<file path="config.mk">
export PLATFORM = sky130hd
export DESIGN_NAME = piso_shift_register
export DESIGN_NICKNAME = d
export VERILOG_FILES = /design/src/rtl/piso_shift_register.sv
export SDC_FILE = /design/constraint.sdc
export NUM_CORES = 1
export LEC_CHECK = 0
export CORE_AREA = 2 2 39 41
export CTS_BUF_LIST = sky130_fd_sc_hd__clkbuf_16
export DETAILED_ROUTE_END_ITERATION = 6
export DIE_AREA = 0 0 41 43
export PLACE_DENSITY_LB_ADDON = 0.08
export SETUP_SLACK_MARGIN = 0.15
export SLEW_MARGIN = 20
export SYNTH_ARGS = -nofsm -noshare
export SYNTH_HDL_FRONTEND = slang
export SYNTH_SLANG_ARGS = --single-unit
</file>
<file path="constraint.sdc">
create_clock -name clk -period 1.3 [get_ports clk]
set_input_delay 0.26 -clock clk [delete_from_list [all_inputs] [get_ports clk]]
set_output_delay 0.26 -clock clk [all_outputs]
set_load 0.005 [all_outputs]
</file>
<file path="src/rtl/piso_shift_register.sv">
// Parallel-in serial-out shift register: accepts a WIDTH-bit word over a
// valid/ready handshake and drives it onto a serial line one bit per clock.
module piso_shift_register #(
  parameter int WIDTH     = 4,
  parameter bit MSB_FIRST = 1'b1
) (
  input  logic             clk,
  input  logic             reset,
  input  logic [WIDTH-1:0] parallel_in,
  input  logic             load_valid,
  output logic             load_ready,
  output logic             serial_out,
  output logic             serial_valid,
  output logic             busy,
  output logic             done,
  output logic             state_dbg
);

  localparam int CW = (WIDTH > 2) ? $clog2(WIDTH) : 1;
  localparam logic [CW-1:0] LAST = CW'(WIDTH - 1);

  typedef enum logic {
    IDLE  = 1'b0,
    SHIFT = 1'b1
  } state_t;

  state_t           state, state_next;
  logic [CW-1:0]    count, count_next;
  logic [WIDTH-1:0] shreg, shreg_next;
  logic [WIDTH-1:0] load_word;
  logic             last_bit;
  logic             accept;

  // Handshake: a word transfers on any rising edge where load_valid and
  // load_ready are both high. load_ready is a function of state only, so the
  // source may hold load_valid high for as long as it likes; parallel_in is
  // sampled only on the transferring edge and must be stable there.
  assign last_bit   = (state == SHIFT) && (count == LAST);
  assign load_ready = (state == IDLE) || last_bit;
  assign accept     = load_valid && load_ready;

  // The register always shifts toward its MSB, so LSB-first order is obtained
  // by loading the word bit-reversed.
  always_comb begin
    load_word = parallel_in;
    if (!MSB_FIRST) begin
      for (int i = 0; i < WIDTH; i++) begin
        load_word[i] = parallel_in[WIDTH-1-i];
      end
    end
  end

  always_ff @(posedge clk) begin
    if (reset) begin
      state <= IDLE;
      count <= '0;
      shreg <= '0;
    end else begin
      state <= state_next;
      count <= count_next;
      shreg <= shreg_next;
    end
  end

  always_comb begin
    state_next = state;
    count_next = count;
    shreg_next = shreg;
    case (state)
      IDLE: begin
        if (accept) begin
          state_next = SHIFT;
          count_next = '0;
          shreg_next = load_word;
        end
      end
      SHIFT: begin
        if (!last_bit) begin
          count_next = count + CW'(1);
          shreg_next = {shreg[WIDTH-2:0], 1'b0};
        end else if (accept) begin
          count_next = '0;
          shreg_next = load_word;
        end else begin
          state_next = IDLE;
          count_next = '0;
          shreg_next = '0;
        end
      end
      default: begin
        state_next = IDLE;
        count_next = '0;
        shreg_next = '0;
      end
    endcase
  end

  // Every output below is decoded from flops only; no input reaches them.
  assign serial_valid = (state == SHIFT);
  assign busy         = (state == SHIFT);
  assign done         = last_bit;
  assign serial_out   = shreg[WIDTH-1] & serial_valid;
  assign state_dbg    = state;

endmodule

</file>
==> results of run 1 <==
-- layout make-up --
type                            count  area [um^2]  share of cell area
Timing Repair Buffer               27        237.7              0.3345
Multi-Input combinational cell     28        212.7              0.2993
Sequential cell                     7        146.4              0.2060
Clock buffer                        3        75.07              0.1056
Tap cell                           16        20.02             0.02817
Inverter                            4        15.01             0.02113
Clock inverter                      1        3.754            0.005282
-- logic make-up after synthesis --
kind of cell,Yosys count,synth area share
and+or+nand+nor,14,0.1893
AOI/OAI and AO/OA,11,0.2293
buffers and inverters,8,0.1229
DFF,7,0.3721
muxes,2,0.05316
adders and majority gates,1,0.03322
-- where the power goes --
group	total, W	switching, W	internal (W)
Sequential	0.000242	0.0000107	0.000231
Clock	0.000514	0.000114	0.000400
Combinational	0.000133	0.0000524	0.0000807
-- through the flow --
stage               utilization  instances  hold WS [ns]
finish                   0.5136         86        0.5540
global route             0.5136         86        0.6102
CTS                      0.4955         85        0.5910
detailed placement       0.3996         76        0.5856
global placement         0.3996         76        0.5723
floorplan                     -         43        0.3318
-- state kept, by name (all words and copies together), names as in the netlist --
name and flops:
busy 1, count 2, shreg 4
-- cell usage in the layout (no fill, tap or decap) --
cell	Yosys	final
o21a_1	1	1
mux2i_1	2	2
inv_1	4	5
ha_4	0	1
nor3_1	3	3
clkbuf_16	0	3
a21o_2	2	2
buf_2	1	5
buf_4	2	8
dfxtp_4	0	1
buf_6	1	8
nor2_1	6	6
a211oi_1	3	3
dlymetal6s2s_1	0	1
nand3_2	0	1
dfxtp_2	0	2
a21oi_1	1	1
dfxtp_1	7	4
a32oi_1	3	3
nor2b_2	1	1
clkdlybuf4s50_1	0	5
and2_4	0	2
nor3b_1	1	1
a21o_1	1	1
-- routing by layer --
layer  global-route usage  part of all wire
met1               0.1623              0.41
met2               0.1938              0.54
met3              0.03141             0.028
met4              0.06000             0.022
met5                    0                 0
-- worst register-to-register path, cell delays in order (launching register included) --
cell      delay [ns]
dfxtp_2         0.33
ha_4            0.16
buf_6           0.11
buf_4           0.14
buf_6           0.11
a32oi_1         0.17
a211oi_1        0.09
-- final timing paths --
| kind | start | end | slack, ns | cells past startpoint |
|---|---|---|---|---|
| max reg2reg | count[0]$_SDFFE_PP0P_ | shreg[3]$_SDFFE_PP0P_ | 0.07 | 6 |
| min reg2reg | shreg[0]$_SDFFE_PP0P_ | shreg[1]$_SDFFE_PP0P_ | 0.59 | 2 |
| min | load_valid | busy$_SDFF_PP0_ | 0.55 | 4 |
| max | count[0]$_SDFFE_PP0P_ | done | -0.02 | 4 |
-- timing repair --
item                       CTS  global route
gates cloned                 0             1
setup buffers                5             0
pin swaps                    7             5
hold endpoints to repair     0             0
gates resized for setup     37             5
setup endpoints to repair    9             7
hold buffers                 0             0
==> key figures, run 1 <==
Clocking
  – Total clock buffers created by CTS: 3
  – CTS tree: built
  – Root buffer selected by CTS: clkbuf_16
  – Clock-pin slew reported for the worst setup and hold paths after clock tree synthesis: 0.04 ns
  – Depth of the CTS H-tree: 1
  – Latest clock arrival within the worst-skew pair: 0.23 ns
  – Number of sinks driven by the clock tree: 7
  – Clock Tree Buf Depth: 2

Synthesis
  – Top-count cell post-synth: dfxtp_1
  – Synth Net Count: 51
  – Async SR Flop Fraction: 0
  – Fraction of synthesized cell area taken by the top area cell type: 0.3721
  – Dominant synthesized flop cell: dfxtp_1
  – Sequential-to-total area share from yosys stat: 0.3721
  – Mapped Area: 376.6 um^2
  – Number of flip-flops and latches in the synthesized netlist: 7
  – Warnings, synthesis: 0
  – Most frequent cells after synthesis: dfxtp_1 (7), nor2_1 (6), inv_1 (4)
  – EDFF count, synth: 0
  – Post-synthesis instance total: 43
  – Average cell area after synthesis: 8.758 um^2
  – Cell variety after synth: 19
  – Library cell with the largest summed area after synthesis: dfxtp_1
  – Largest cells by area after synthesis: dfxtp_1 (37%), a32oi_1 (7.0%), a211oi_1 (6.0%)

Worst setup path
  – Critical Setup Path Class: register to primary output
  – Critical path's slowest cell: dfxtp_2
  – Sum of buffers and inverters on the critical path: 2
  – WP data arrival: 1.06 ns
  – Kind of start point of the critical path: register
  – Crit path capture type: primary output
  – Crit-path cells: ha_4 > buf_6 > and2_4 > buf_6
  – CP max stage delay: 0.33 ns
  – Endpoint required time on the critical path: 1.04 ns
  – Dominant cell type by count on the critical path: buf_6
  – Dominant delay contributor by cell family on the critical path: flip-flops
  – Crit path max fanout: 2

Power and ir drop
  – Static leakage: 0.3374 nW
  – Final Total Pwr: 0.0008886 W
  – Maximum ir drop on the vdd rail: 0.7765 mV
  – Pwr Density: 1250 nW/um^2

Timing
  – Hold Violations, Final: 0
  – Max Slew Vio Count: 0
  – Final critical path time including I/O delays and setup: 1.319 ns
  – Final Cycle Share: 1.015
  – PnR worst setup slack: -0.01888 ns
  – Setup repair after global routing missed its margin: yes
  – Maximum clock frequency: 758.2 MHz
  – Actual transition at the worst max-transition pin: 0.2772 ns
  – Final count of negative-setup-slack endpoints: 1
  – Worst max-slew margin expressed relative to the limit: 0.8147
  – Clock skew: 0.0003769 ns
  – Sum of negative setup slack: -0.01888 ns

GRT
  – Largest net degree at the start of global routing: 15
  – Global-route usage over all layers: 0.1279
  – Initial antenna violation count: 0
  – Gr ovfl total: 0
  – Via count of the first global-routing pass: 352
  – Wire length of the first global-routing pass: 1504 um

Outcome
  – Result of the run: finished with violations
  – Violated checks: negative setup slack

Drt
  – Total wire length after detailed routing: 1067 um
  – Vias per Instance: 4.674
  – Detailed-routing iteration count for the pre-antenna-repair pass: 4
  – Routed vias: 402
  – Starting DRT DRC Count: 16
  – Count of unresolved DRC violations after routing: 0
  – Antenna viol nets, final: 0
  – Avg WL per Cell: 12.41 um

Finish
  – Area of all placed cells without fillers: 710.7 um^2
  – Area added between synthesis and finish: 88.70%
  – Number of antenna repair diodes: 0
  – Share of layout cells above drive strength 1: 0.4857
  – Total Nets Final: 79
  – Count of fill cells added during filler insertion: 125

Min path
  – Class of the worst hold path: input pin to register

Die
  – Die footprint: 1763 um^2
  – Placeable Area: 1384 um^2
  – Starting Density: 0.2722
  – Row cnt: 14
  – Number of ports placed on the die boundary: 13
  – Chip height: 43 um
  – Die width: 41 um

Job
  – Max-Cap Viols: 0

Placed design
  – Placed wire-length estimate after detailed placement: 642.2 um
  – Pre-CTS worst setup slack: -0.1524 ns
  – Buffers on Ports: 12
  – Routability cong.: 0.7129
  – Instance area at placement: 553.0 um^2
Note: power is estimated with default switching activity, not from simulation.
==> run 2, diff against run 1 <==
--- a/config.mk
+++ b/config.mk
@@ -9,6 +9,7 @@
 export CTS_BUF_LIST = sky130_fd_sc_hd__clkbuf_16
 export DETAILED_ROUTE_END_ITERATION = 6
 export DIE_AREA = 0 0 41 43
+export MAX_ROUTING_LAYER = met4
 export PLACE_DENSITY_LB_ADDON = 0.08
 export SETUP_SLACK_MARGIN = 0.15
 export SLEW_MARGIN = 20
==> results of run 2 <==
Same layout as run 1: the final DEF is identical, and so are final timing and power.
Among the figures that moved: final weighted congestion in routability-driven placement 0.7129 -> 0.7210; overall routing resource usage 0.1279 -> 0.1311
==> run 3, diff against run 2 <==
--- a/config.mk
+++ b/config.mk
@@ -12,6 +12,7 @@
 export MAX_ROUTING_LAYER = met4
 export PLACE_DENSITY_LB_ADDON = 0.08
 export SETUP_SLACK_MARGIN = 0.15
+export SKIP_CTS_REPAIR_TIMING = 1
 export SLEW_MARGIN = 20
 export SYNTH_ARGS = -nofsm -noshare
 export SYNTH_HDL_FRONTEND = slang
==> key figures, run 3 (synthesis results as in run 1) <==
Min path
  – Class of the worst hold path: input pin to register
  – Hold Path Stages: 4

Clocking
  – Root buffer selected by CTS: clkbuf_16
  – Depth of the CTS H-tree: 1
  – CTS tree: built
  – Clock-pin slew reported for the worst setup and hold paths after clock tree synthesis: 0.04 ns
  – Clock Tree Buf Depth: 2
  – Latest clock arrival within the worst-skew pair: 0.23 ns
  – Total clock buffers created by CTS: 3
  – Number of sinks driven by the clock tree: 7

Drt
  – Avg WL per Cell: 12.13 um
  – Starting DRT DRC Count: 9
  – Vias per Instance: 4.518
  – Count of unresolved DRC violations after routing: 0
  – Antenna viol nets, final: 0
  – Detailed-routing iteration count for the pre-antenna-repair pass: 4
  – Routed vias: 375
  – Total wire length after detailed routing: 1007 um

Worst setup path
  – Sum of buffers and inverters on the critical path: 3
  – Worst R2R End: shreg[3]$_SDFFE_PP0P_
  – Number of cells on the worst reg-to-reg path: 6
  – Crit-path cells: ha_4 > buf_6 > nor2b_4 > inv_1 > buf_2
  – WP data arrival: 1.09 ns
  – Reg-to-Reg Start: count[1]$_SDFFE_PP0P_
  – Critical Setup Path Class: register to primary output
  – Kind of start point of the critical path: register
  – Origin of the worst setup path: count[1]$_SDFFE_PP0P_
  – Crit path max fanout: 4
  – Endpoint required time on the critical path: 1.04 ns
  – Critical path's slowest cell: dfxtp_2
  – Endpoint of the most critical setup path: load_ready
  – Cell count along the critical path: 5
  – Dominant delay contributor by cell family on the critical path: flip-flops
  – Crit path capture type: primary output
  – Setup slack, reg-to-reg: 0.11 ns
  – CP max stage delay: 0.32 ns

Timing
  – PnR worst setup slack: -0.05466 ns
  – Hold Violations, Final: 0
  – Max Slew Vio Count: 0
  – Actual transition at the worst max-transition pin: 0.2698 ns
  – Worst max-slew margin expressed relative to the limit: 0.8196
  – Final count of negative-setup-slack endpoints: 1
  – Final Cycle Share: 1.042
  – Setup repair after global routing missed its margin: yes
  – Maximum clock frequency: 738.2 MHz
  – Final critical path time including I/O delays and setup: 1.355 ns
  – Clock skew: 0.0001649 ns

GRT
  – Via count of the first global-routing pass: 314
  – Global-route usage over all layers: 0.1166
  – Largest net degree at the start of global routing: 15
  – Initial antenna violation count: 0
  – Wire length of the first global-routing pass: 1331 um
  – Gr ovfl total: 0

Placed design
  – Placed wire-length estimate after detailed placement: 642.2 um
  – Routability cong.: 0.7210
  – Buffers on Ports: 12
  – Pre-CTS worst setup slack: -0.1524 ns
  – Instance area at placement: 553.0 um^2

Finish
  – Most common cell after layout, fill and taps aside: buf_4
  – Share of layout cells above drive strength 1: 0.3731
  – Number of antenna repair diodes: 0
  – Total Nets Final: 76
  – Register bank with the most flops: shreg
  – Area of all placed cells without fillers: 681.9 um^2
  – Area added between synthesis and finish: 81.06%
  – Flip-flop count of the largest register after layout: 4
  – Most frequent cells in the layout: buf_4 (8), nor2_1 (6), inv_1 (5), clkdlybuf4s50_1 (5)
  – Count of fill cells added during filler insertion: 135

Outcome
  – Result of the run: finished with violations
  – Violated checks: negative setup slack

Power and ir drop
  – Static leakage: 0.3513 nW
  – Pwr Density: 1294 nW/um^2
  – Maximum ir drop on the vdd rail: 0.7532 mV

Die
  – Die footprint: 1763 um^2
  – Chip height: 43 um
  – Die width: 41 um
  – Placeable Area: 1384 um^2
  – Number of ports placed on the die boundary: 13
  – Starting Density: 0.2722
  – Row cnt: 14

Job
  – Max-Cap Viols: 0
[run 3: cell count changes in the layout (fill, tap and decap cells not counted), sizes merged]
cell / change
buf: -8
dlymetal6s2s: +3
clkbuf: +2
[run 3: per-layer routing]
layer  GRT usage  part of all wire  vias to the layer above
met4     0.06000                 0                        0
met3     0.03141             0.025                        0
met5           -                 0                        -
met1      0.1461              0.45                      173
met2      0.1656              0.52                        5
li1            -                 -                      197
[run 3: layout make-up]
type	instances	area, um^2	share of cell area
repair buffers	24	214.0	0.3138
multi-input cells	28	207.7	0.3046
flip-flops and latches	7	146.4	0.2147
clock buffers	3	75.07	0.1101
well taps	16	20.02	0.02936
inverters	4	15.01	0.02202
clock inverters	1	3.754	0.005505
[run 3: power breakdown]
part,switching [W],internal [W]
sequential,0.00000920,0.000231
combinational,0.0000508,0.0000774
clock,0.000115,0.000400
[run 3: worst min-delay path by stage]
stage | start | end | slack, ns
2_1_floorplan | reset | shreg[0]$_SDFFE_PP0P_ | 0.33
3_3_place_gp | shreg[0]$_SDFFE_PP0P_ | shreg[1]$_SDFFE_PP0P_ | 0.57
3_5_place_dp | shreg[0]$_SDFFE_PP0P_ | shreg[1]$_SDFFE_PP0P_ | 0.59
4_1_cts | shreg[0]$_SDFFE_PP0P_ | shreg[1]$_SDFFE_PP0P_ | 0.59
5_1_grt | shreg[0]$_SDFFE_PP0P_ | shreg[1]$_SDFFE_PP0P_ | 0.61
6_report | load_valid | busy$_SDFF_PP0_ | 0.56
[run 3: stage by stage]
step           instances  total power [W]   TNS, ns  hold slack (ns)    util
2_1_floorplan         43        0.0002980         0           0.3318       -
3_3_place_gp          76        0.0003581   -0.4056           0.5723  0.3996
3_5_place_dp          76        0.0003624   -0.5461           0.5856  0.3996
4_1_cts               80        0.0008823    -1.881           0.5904  0.4566
5_1_grt               83        0.0009122   -0.1019           0.6102  0.4928
6_report              83        0.0008825  -0.05466           0.5550  0.4928
[run 3: worst register-to-register path: stages (launching register included)]
cell and delay, ns:
dfxtp_2 0.32, ha_4 0.17, buf_6 0.11, nor2b_4 0.10, buf_4 0.14, a32oi_1 0.06, a211oi_1 0.20
==> patch 1 (config.mk and constraints of run 2) <==
The parameter `WIDTH` goes from 4 to 2.
--- a/src/rtl/piso_shift_register.sv
+++ b/src/rtl/piso_shift_register.sv
@@ -1,7 +1,7 @@
 // Parallel-in serial-out shift register: accepts a WIDTH-bit word over a
 // valid/ready handshake and drives it onto a serial line one bit per clock.
 module piso_shift_register #(
-  parameter int WIDTH     = 4,
+  parameter int WIDTH     = 2,
   parameter bit MSB_FIRST = 1'b1
 ) (
   input  logic             clk,
Ports: changed (resized parallel_in); port bits go from 13 to 11. No check against the original RTL was run, so the function may have changed too.
==> patch 1 against run 2 <==
- critical path depth decreased by 1
- die area unchanged
- critical endpoint is now serial_out
- register-to-register slack improved by 0.10 ns
- sequential cell count decreased by 3
- worst setup slack improved by 0.14 ns
- synthesized area decreased by 44%
- final area decreased by 36%
- wire length decreased by 41%
- largest power group unchanged
- final cell count decreased by 35%
- non-clock buffer count decreased by 9
- highest routed layer unchanged
- power decreased by 20%
- global-route usage decreased by 2.9 points
- clock skew increased by 0.0016 ns
==> patch 1: results (changes against run 2) <==
The worst clock skew was 0.00201 ns (+0.00163 ns). The clock reaches the later pin of the worst-skew pair after 0.22 ns. Setup slack of the worst register-to-register path: 0.17 ns (+0.10 ns). The power per unit of standard cell area was 1560 mW/mm^2 (+25%). The mean cell area of the mapped netlist came out at 10.0 um^2 (+14%). The cell depth of the worst hold path was 2 (-2); the final-layout worst hold slack was 0.558 ns (+0.00356 ns). The largest driver fanout on the critical path works out to 4 (+2).

Ranked by total cell area, the synthesized netlist is headed by dfxtp_1 (38%), buf_4 (7.1%), mux2_4 (7.1%). The slowest stage of the critical path is the dfxtp_4 cell. The via count of the first global-routing pass came out at 216 (-39%). The worst register-to-register path ends at count. The number of cells on the worst reg-to-reg path came out at 4 (-2). The total clock buffers created by CTS came out at 3 (unchanged). The via count came out at 233 (-42%).

The setup slack at placement was -0.170 ns (-0.0171 ns). The mean routed wirelength per cell was 11.3 um (-8.9%); the maximum root-to-sink buffer count was 2 (unchanged). The number of nets at the end of the flow came out at 47 (-41%).

The min-delay analysis places its worst path in the category flop to flop. The detailed-routing iteration count for the pre-antenna-repair pass was 4 (unchanged); the number of buffer cells added on primary ports was 10 (-2). The register bank with the most flops is shreg. The portion of the post-synthesis area used by sequential elements was 38.1% (+0.89 points); the number of flip-flops under the largest register name was 2 (-2).

The startpoint of the worst hold path was shreg[0]. The global routing usage summed across all routing layers was 10.2% (-2.9 points); the number of distinct library cell variants in the gate-level netlist after synthesis was 15 (-4). Ranked by instance count, the synthesized netlist is headed by dfxtp_1 (4), a21oi_1 (2), and2_1 (2), buf_4 (2). The tools report the initial antenna violation count as 0 (unchanged). For the last weighted congestion value of the routability-driven placer, the log shows 0.675 (-6.4%). The startpoint identified for the worst register-to-register timing path is busy. The fraction of layout instances using a drive strength above 1 works out to 57.5% (+8.9 points). The worst hold path terminates at shreg[0]. The peak supply drop was 0.000835 V (+7.5%); the share of synthesized registers carrying an async set or reset was 0% (unchanged). Number of placed cells counting well taps: 50 (-34%). The maximum number of pins on one net before global-route repair came out at 7 (-8). The actual transition at the worst max-transition pin was 0.212 ns (-0.0649 ns); the delay of the slowest cell on the worst path was 0.34 ns. The clock transition at the register clock pins on the worst setup and hold paths after CTS is 0.03 ns. The estimated wirelength of the detail-placed design is 390 um (-39%).

Number of warnings issued by yosys: 0 (unchanged). The first-pass GRT wire length was 972 um (-35%); the starting DRC count in detailed routing was 1 (-15). Cell family contributing the most delay on the critical path: flip-flops. The tools report the power dissipated by switching net loads as 0.000123 W (-30%). The flow ran to the end, and the final reports show no timing, DRC or antenna violations.

The H-tree depth reported by CTS is 1 (unchanged). The post-synthesis net count came out at 26 (-49%). The leakage power summed over all cells came out at 0.218 nW (-36%).

The placed cell area is 353 um^2 (-36%), and the signal arrival time at the worst endpoint is 0.92 ns (-0.14 ns). For the aggregate routed wire length, the log shows 633 um (-41%). The number of antenna repair diodes came out at 0 (unchanged).
patch 1: cells by family (layout without fill, tap and decap cells):
family                 after synthesis  after routing  share of synthesized area (%)
AO/OA/AOI/OAI                        4              4                           12.5
buffers and inverters                3             22                           8.92
flip-flops                           4              4                           38.1
multiplexers                         2              2                           11.9
AND/OR/NAND/NOR                      8              8                           28.6
patch 1: routing by layer:
layer	share of wire (%)	global-route usage, %
met4	5.4	12.0
met5	0	-
met1	38	10.6
met2	46	10.3
met3	11	7.85
patch 1: timing repair:
| action | in CTS | in global routing |
|---|---|---|
| setup buffers | 2 | 1 |
| pin swaps | 2 | 1 |
| setup endpoints to repair | 8 | 5 |
| resized for setup | 30 | 3 |
| hold buffers | 0 | 0 |
| endpoints found under the hold margin | 0 | 0 |
| cloned | 0 | 0 |
patch 1: worst max-delay path by stage:
stage	depth (start not counted)	start	endpoint	slack, ns
floorplan	2	shreg[1]	shreg[1]	0.37
CTS	3	busy	serial_out	0.10
detailed placement	3	load_valid	shreg[1]	-0.17
finish	3	busy	serial_out	0.12
global placement	3	load_valid	shreg[1]	-0.17
global route	3	busy	serial_out	0.10
patch 1: power groups by stage:
stage	sequential [W]	combinational, W	clock [W]
2_1_floorplan	0.000141	0.0000284	0
3_3_place_gp	0.000140	0.0000817	0
3_5_place_dp	0.000140	0.0000812	0
4_1_cts	0.000139	0.0000861	0.000486
5_1_grt	0.000141	0.000102	0.000503
6_report	0.000139	0.0000934	0.000477
patch 1: final cells by class:
class / instances / area (um^2)
fillers: 147 / 928
repair buffers: 18 / 143
well taps: 16 / 20.0
multi-input cells: 14 / 129
clock buffers: 3 / 75.1
flip-flops and latches: 4 / 85.1
inverters: 1 / 3.75
==> patch 2 (settings of run 2) <==
Without the edit above. Put one more register stage on the output `state_dbg`. The value now appears one clock later. The other outputs are not delayed to match.
--- a/src/rtl/piso_shift_register.sv
+++ b/src/rtl/piso_shift_register.sv
@@ -100,7 +100,9 @@
   assign busy         = (state == SHIFT);
   assign done         = last_bit;
   assign serial_out   = shreg[WIDTH-1] & serial_valid;
-  assign state_dbg    = state;
+  always_ff @(posedge clk) begin
+    state_dbg <= state;
+  end
 
 endmodule
 
Check against the original RTL: not equivalent (Yosys sat finds a counterexample within 4 cycles, from zero or initial values and one cycle with reset high).
==> patch 2 against run 2 <==
- the flow still finishes with violations (negative setup slack)
- final area grew 9.9%
- power grew 7.5%
- die area is the same
- utilization grew 5.1 points
- sequential share of layout area grew 0.72 points
- synthesized area grew 3.3%
- combinational power grew 23%
- worst setup slack lost 0.073 ns
- wire length grew 0.84%
- sequential cell count grew 1
- maximum frequency shrank 5.2%
- register-to-register slack lost 0.16 ns
- first-iteration DRC count shrank 56%
- largest cell class unchanged
- largest power group unchanged
- highest routed layer unchanged
==> patch 2: results (changes against run 2) <==
The run finished, with violations left. The final reports fail on negative setup slack. The run gives 92 (+7.0%) as the post-layout instance count excluding filler cells. After synthesis, the most frequently instantiated cells are dfxtp_1 (8), nor2_1 (6), inv_1 (4). The tools report the global routing usage summed across all routing layers as 16.4% (+3.3 points). The type of the worst setup path was flop to flop.

The run gives 649 um (+1.1%) as the estimated wirelength of the detail-placed design. For the first-pass GRT wire length, the log shows 1.86 mm (+24%). Path type of the worst min-delay path: flop to flop.

The global-route met2 utilization was 24.7% (+5.3 points); the post-synthesis share of cell area spent on full adders, half adders and majority gates was 3.22% (-0.11 points). The final-layout worst hold slack is 0.486 ns (-0.0680 ns). Starting DRC count in detailed routing: 7 (-9).

In this run the worst setup path terminates at shreg[3]. The final worst setup slack is -0.0914 ns (-0.0725 ns). In this run the most critical hold path is launched from busy. The final setup violation count is 7 (+6). Ranked by total cell area, the synthesized netlist is headed by dfxtp_1 (41%), a32oi_1 (6.8%), a211oi_1 (5.8%). The tools report the setup TNS as -0.447 ns (-0.428 ns). Leakage power summed over all cells: 0.367 nW (+8.8%). Portion of the post-synthesis area used by sequential elements: 41.2% (+3.9 points). The via count is 446 (+11%), and the number of nets at the end of the flow is 86 (+8.9%). The largest driver fanout on the critical path works out to 5 (+3).

The run gives 10 (+5) as the post-CTS setup buffer count.
patch 2: power by group through the flow:
stage,Sequential [W],Combinational [W],Clock (W)
final,0.000274,0.000164,0.000517
after floorplan,0.000276,0.0000532,0
after global placement,0.000276,0.000117,0
after global routing,0.000276,0.000181,0.000530
after detailed placement,0.000277,0.000121,0
after CTS,0.000274,0.000155,0.000516
patch 2: worst max-delay path, delay by kind of cell, from the launching register on:
kind / cells / cell delay (ns)
buf+inv: 5 / 0.46
flops: 1 / 0.32
compound gates: 2 / 0.26
fa+ha+maj: 1 / 0.15
simple gates: 1 / 0.10
patch 2: area by class of cell:
type | count | area [um^2]
timing repair buffer | 33 | 287
clock buffer | 3 | 75.1
sequential | 8 | 166
inverter | 4 | 15.0
tap | 16 | 20.0
multi-input combinational | 28 | 218
fill | 118 | 603
patch 2: per-layer routing:
layer  vias to the layer above  wire (um)  share of wire [%]
li1                        220          -                  -
met1                       211        454                 42
met2                        11        541                 50
met3                         4         48                4.5
met4                         0         32                3.0
met5                         -          0                  0
